## src/rtl/count_nox_datapath.sv

```systemverilog
// count_nox_datapath: data array, scan index and tally for the count-number-of-X engine.
// Executes init / dec_i / inc_tr and reports done / ax combinationally from registers and x_val.
module count_nox_datapath #(
    parameter int N = 8,
    parameter int W = 8,
    localparam int IW = $clog2(N + 1),
    localparam int AW = $clog2(N)
) (
    input  logic          clk,
    input  logic          reset,
    input  logic          init,
    input  logic          dec_i,
    input  logic          inc_tr,
    input  logic [W-1:0]  x_val,
    input  logic          wr_en,
    input  logic [AW-1:0] wr_addr,
    input  logic [W-1:0]  wr_data,
    output logic          done,
    output logic          ax,
    output logic [IW-1:0] tally,
    output logic [IW-1:0] index
);

    logic [W-1:0]  mem [N];
    logic [IW-1:0] i;
    logic [IW-1:0] tr;
    logic          wr_ok;
    logic [AW-1:0] rd_addr;

    // When N fills the address space every address is legal; otherwise reject wr_addr >= N.
    generate
        if (N == (1 << AW)) begin : g_full_range
            always_comb wr_ok = wr_en;
        end else begin : g_part_range
            always_comb wr_ok = wr_en && (wr_addr < AW'(N));
        end
    endgenerate

    always_ff @(posedge clk) begin
        if (reset) begin
            i  <= '0;
            tr <= '0;
            for (int unsigned k = 0; k < N; k++) begin
                mem[AW'(k)] <= '0;
            end
        end else begin
            if (init) begin
                i  <= IW'(N);
                tr <= '0;
            end else begin
                if (dec_i && (i != '0)) begin
                    i <= i - IW'(1);
                end
                if (inc_tr && (tr < IW'(N))) begin
                    tr <= tr + IW'(1);
                end
            end
            if (wr_ok) begin
                mem[wr_addr] <= wr_data;
            end
        end
    end

    // Entry k is examined while i == k+1; ax is masked when i == 0 so no out-of-range read matters.
    always_comb begin
        rd_addr = AW'(i - IW'(1));
        done    = (i == '0);
        ax      = !done && (mem[rd_addr] == x_val);
    end

    assign tally = tr;
    assign index = i;

endmodule

```

## config.mk

```make
export PLATFORM = sky130hd
export DESIGN_NAME = count_nox_datapath
export DESIGN_NICKNAME = d
export VERILOG_FILES = /design/src/rtl/count_nox_datapath.sv
export SDC_FILE = /design/constraint.sdc
export NUM_CORES = 1
export LEC_CHECK = 0
export BUFFER_PORTS_ARGS = -buffer_cell sky130_fd_sc_hd__buf_4
export CAP_MARGIN = 10
export CORE_MARGIN = 4
export CORE_UTILIZATION = 59
export DETAILED_ROUTE_END_ITERATION = 6
export HOLD_SLACK_MARGIN = 0.06
export PLACE_DENSITY = 0.8
export REMOVE_ABC_BUFFERS = 1
export SYNTH_ARGS = -nofsm -noshare
export SYNTH_HDL_FRONTEND = slang
export SYNTH_SLANG_ARGS = --single-unit
```

## constraint.sdc

```tcl
create_clock -name clk -period 3.6 [get_ports clk]
set_input_delay 0.72 -clock clk [delete_from_list [all_inputs] [get_ports clk]]
set_output_delay 0.72 -clock clk [all_outputs]
set_load 0.02 [all_outputs]
```

* Word-level counts from Yosys, hierarchy flattened
Memory sizes are Yosys's and may differ from the RTL's.
Cells that the tools add are included.
** Word-level totals
- Flip-flop bits (word level) :: 8
- Bits in writable memories :: 64
- Logic and storage cells :: 27
- Memories kept :: 1
** Operators by class
- Magnitude comparators :: 1
- Reductions and logical operators :: 9
- Mux-type cells :: 10
- Eq/ne operators :: 1
- Add/sub/neg operators :: 2
** Memory list
- mem :: words 8, bits a word 8, read ports 1, clocked after memory_dff 0, wr ports 8, RTL line 24 : logic [W-1:0] mem [N];
** Operator list (number)
- == test 8 bit :: 1
- two-way mux 4 bit :: 2
- two-way mux 8 bit :: 1
- OR reduction 8 bit :: 1
- two-way mux 1 bit :: 6
- adder 4 x 1 -> 4 bit (second input constant) :: 1
- zero test 4 bit :: 1
- < comparator 4 bit (second input constant) :: 1
- nonzero test 4 bit :: 1
- subtractor 4 x 1 -> 4 bit (second input constant) :: 1
- logical AND 1 bit :: 3
- two-way mux 3 bit :: 1
- nonzero test 2 bit :: 1
- OR reduction 2 bit :: 1
- zero test 1 bit :: 1

* Logic depth before layout (Yosys ltp)
- Word-level depth :: 5
- Gate-level depth with buffers :: 12
- Depth with buffers taken out :: 8

* Worst setup path after synthesis
Ideal clock, no wire load.
- Path kind :: flip-flop to output port
- Start :: register i[0], in the netlist index[0]
- End :: output port ax
- Cell stages (with the launch flop) :: 12
- Slack :: -0.228 ns
- Required time :: 2.880 ns
- Arrival time :: 3.108 ns
- Path buffers :: 3
- Path through :: dfxtp_1 -> buf_4 -> buf_1 -> inv_1 -> ha_1 -> buf_4 -> inv_1 -> mux4_2 -> xnor2_1 -> o221ai_1 -> nand3b_1 -> nor3_1
** On the way
- Cells in the longest elaborated chain, start to end :: 4
** Ends and longest elaborated chain
- start: declaration :: RTL line 25 : logic [IW-1:0] i;
- start signal: assignment :: RTL line 48 : i <= IW'(N);
- start signal: assignment :: RTL line 52 : i <= i - IW'(1);
- subtractor 4 x 1 -> 4 bit :: RTL line 66 : rd_addr = AW'(i - IW'(1));
- net rd_addr[0] :: RTL line 28 : logic [AW-1:0] rd_addr;
- memory read (8 x 8 bit)
- == test 8 bit :: RTL line 68 : ax = !done && (mem[rd_addr] == x_val);
- logical AND 1 bit :: RTL line 68
- end: declaration :: RTL line 19 : output logic ax,
The timed path passes the listed nets, and every way through them passes these cells.

* Final worst setup path
- Start :: register i[1], in the netlist index[1]
- End :: output port ax
** On the way
- Cells in the longest elaborated chain, start to end :: 4
** Ends and longest elaborated chain (RTL line)
- subtractor 4 x 1 -> 4 bit :: 66
- memory read (8 x 8 bit)
- == test 8 bit :: 68
- logical AND 1 bit (*) :: 68
Mark *: on every way between the ends. The rest lies on a longest branch, timed or not.

==> results_dict.tcl <==
set metrics [dict create \
    outcome "finished, final reports clean" \
    dr.pass1.iters 4 \
    grt_max_degree 30 \
    synthCells 271 \
    die_height_um 85.7 \
    synthArstFlopShare_pct 0 \
    ys_ff_latch 72 \
    grt_usage_pct 21.4 \
    layout-drive-gt1-share_pct 25.2 \
    n_antenna_cell 0 \
    rsz0062_at_grt "no" \
    path_clk_slew_ns 0.07 \
    fp.dieW_um 85.7 \
    drc 0 \
    grt_pass1_vias 2121 \
    fin_nets 343 \
    coreArea_sq_um 5890 \
    synth_top_area_share_pct 54.0 \
    wire_per_inst_um 18.1 \
    dieArea_sq_um 7340 \
    relSlewSlack_pct 54.2 \
    cp_max_fo 23 \
    postCtsSetupBuffers 0 \
    synth_area_leaders "edfxtp_1 (54%), and2_1 (11%), mux4_2 (5.7%)" \
    hold_viol 0 \
    skew_ns 0.00722 \
    num_vias 2205 \
    ys_types 37 \
    gp_congestion 0.775 \
    routed_wl_mm 7.16 \
    final-setup-viol-count 0 \
    p_per_area_nw_per_um2 431 \
    max-vdd-ir-drop_mv 0.226 \
    grt_overflow_total 0 \
    hpwlAfterDp_mm 4.89 \
    final_cell_area_sq_um 4100 \
    synthFlopType "edfxtp_1" \
    portBuffers 34 \
    synth_edf_count 64 \
    seqCellArea_sq_um 2080 \
    fin_crit_sh_pct 94.7 \
    timing.fmax_mhz 293 \
    io_pins 35 \
    antenna_found_initial 0 \
    start_kind "flop" \
    cts_buffers 9 \
    cts_sinks 72 \
    syn_avg_cell_area_sq_um 13.1 \
    worstSkewPairLatency_ns 0.34 \
    viasPerCell 5.57 \
    endpoint_kind "output pin" \
    yosys_warnings 0 \
    power.total_w 0.00177 \
    pre_cts_ws_ns 0.515 \
    ant_nets 0 \
    start_util_pct 60.5 \
    rows 28 \
    clk_path_buf_depth 2 \
    fin_ws_ns 0.192 \
    hp-class "flop to flop" \
    nFillCells 445 \
    finalMaxSlewViolations 0 \
    worst_pin_slew_ns 0.685 \
    grt_pass1_wl_mm 11.5 \
    layout_min_cycle_time_ns 3.41 \
    hold_ws_ns 0.525 \
    yosysSeqAreaShare_pct 58.5 \
    critPathRequiredTime_ns 2.88 \
    drt-initial-drc-count 166 \
    leakagePower_nw 1.52 \
    htreeDepth 3 \
    cts.repair.resized 0 \
    syn_to_final_growth_pct 15.0 \
    max-cap-violations 0 \
    synth_area_leader_cell "edfxtp_1" \
    postCtsHoldBufs 0 \
    place_area_sq_um 3930 \
    cts-root-buf "clkbuf_8" \
    cp.arrival_ns 2.69 \
    multi_input_area_sq_um 1410 \
    syn_area_sq_um 3560 \
    tritoncts "yes" \
    crit_type "flop to output pin" \
    final_util_pct 69.6 \
]
-- placed cells by master (no fill, tap or decap), types with 2 or more instances in the layout --
cell type,count
nor3_1,8
mux2i_1,13
dfxtp_1,8
inv_1,5
clkinvlp_4,3
nand2_1,5
nand3_1,2
buf_4,42
mux2_2,2
ha_1,2
mux4_2,9
nand2b_1,2
nor2_1,13
and2_1,64
nor3b_1,8
a21oi_1,6
xor2_1,7
xnor2_1,13
clkinv_2,2
or2_2,9
clkbuf_8,9
nand3b_1,6
edfxtp_1,64
nand4_1,3
-- cell usage after synthesis, types with 3 or more instances --
library cell,n
and2_1,64
edfxtp_1,64
mux2i_1,13
nor2_1,13
xnor2_1,13
mux4_2,9
or2_2,9
dfxtp_1,8
nor3_1,8
nor3b_1,8
xor2_1,7
a21oi_1,6
inv_1,6
nand3b_1,6
nand2_1,5
clkbuf_1,4
nand4_1,3
-- registers in the layout (all words and copies together), names as in the netlist --
register / count
mem: 64
index: 4
tally: 4
-- where the power goes --
group	internal, W	leakage (nW)	switching [W]
Sequential	0.000957	0.678	0.0000151
Combinational	0.000118	0.761	0.000134
Clock	0.000245	0.0757	0.000297
Total	0.00132	1.52	0.000446
-- metal layers --
| metal | part of all wire (%) | up-vias | global-route usage [%] |
|---|---|---|---|
| met3 | 6.5 | 11 | 5.28 |
| met5 | 0 | - | 0 |
| met1 | 44 | 1054 | 30.7 |
| met2 | 47 | 75 | 32.0 |
| li1 | - | 1065 | - |
| met4 | 1.9 | 0 | 7.77 |
-- logic make-up (layout without fill, tap and decap cells) --
logic type,count (synthesis),after routing,share of synthesized area [%]
simple gates,123,123,20.6
mux,24,24,9.98
fa+ha+maj,2,2,0.703
xor+xnor,21,21,5.38
compound gates,14,14,2.85
buf+inv,15,65,2.04
flops,72,72,58.5
-- critical path: stages, from the launching register on --
cell and delay (ns):
dfxtp_1 0.35, inv_1 0.06, ha_1 0.38, buf_6 0.24, mux4_2 0.33, xnor2_1 0.26, a32o_1 0.18, nand4_1 0.11
nor3_1 0.25, buf_4 0.18
-- worst paths after layout --
| path | end | slack [ns] | cells after the start | start |
|---|---|---|---|---|
| hold / removal | index[1]$_SDFFE_PP0P_ | 0.53 | 2 | index[1]$_SDFFE_PP0P_ |
| setup / recovery | ax | 0.19 | 9 | index[1]$_SDFFE_PP0P_ |
| setup reg to reg | index[2]$_SDFFE_PP0P_ | 2.24 | 6 | index[0]$_SDFFE_PP0P_ |
| hold reg to reg | index[1]$_SDFFE_PP0P_ | 0.53 | 2 | index[1]$_SDFFE_PP0P_ |
-- cell type report --
cell class,count,share of cell area (%)
tap,75,2.29
multi-input combinational,184,34.3
clock buffer,10,3.12
clock inverter,6,0.886
timing repair buffer,43,7.97
inverter,6,0.550
sequential,72,50.8
-- per-stage QoR --
stage                     setup TNS [ns]  cells
after floorplan                   -0.632    262
after global placement                 0    380
after detailed placement               0    380
after CTS                              0    396
after global routing                   0    396
final                                  0    396
No activity file was read; power rests on OpenSTA's default activity.
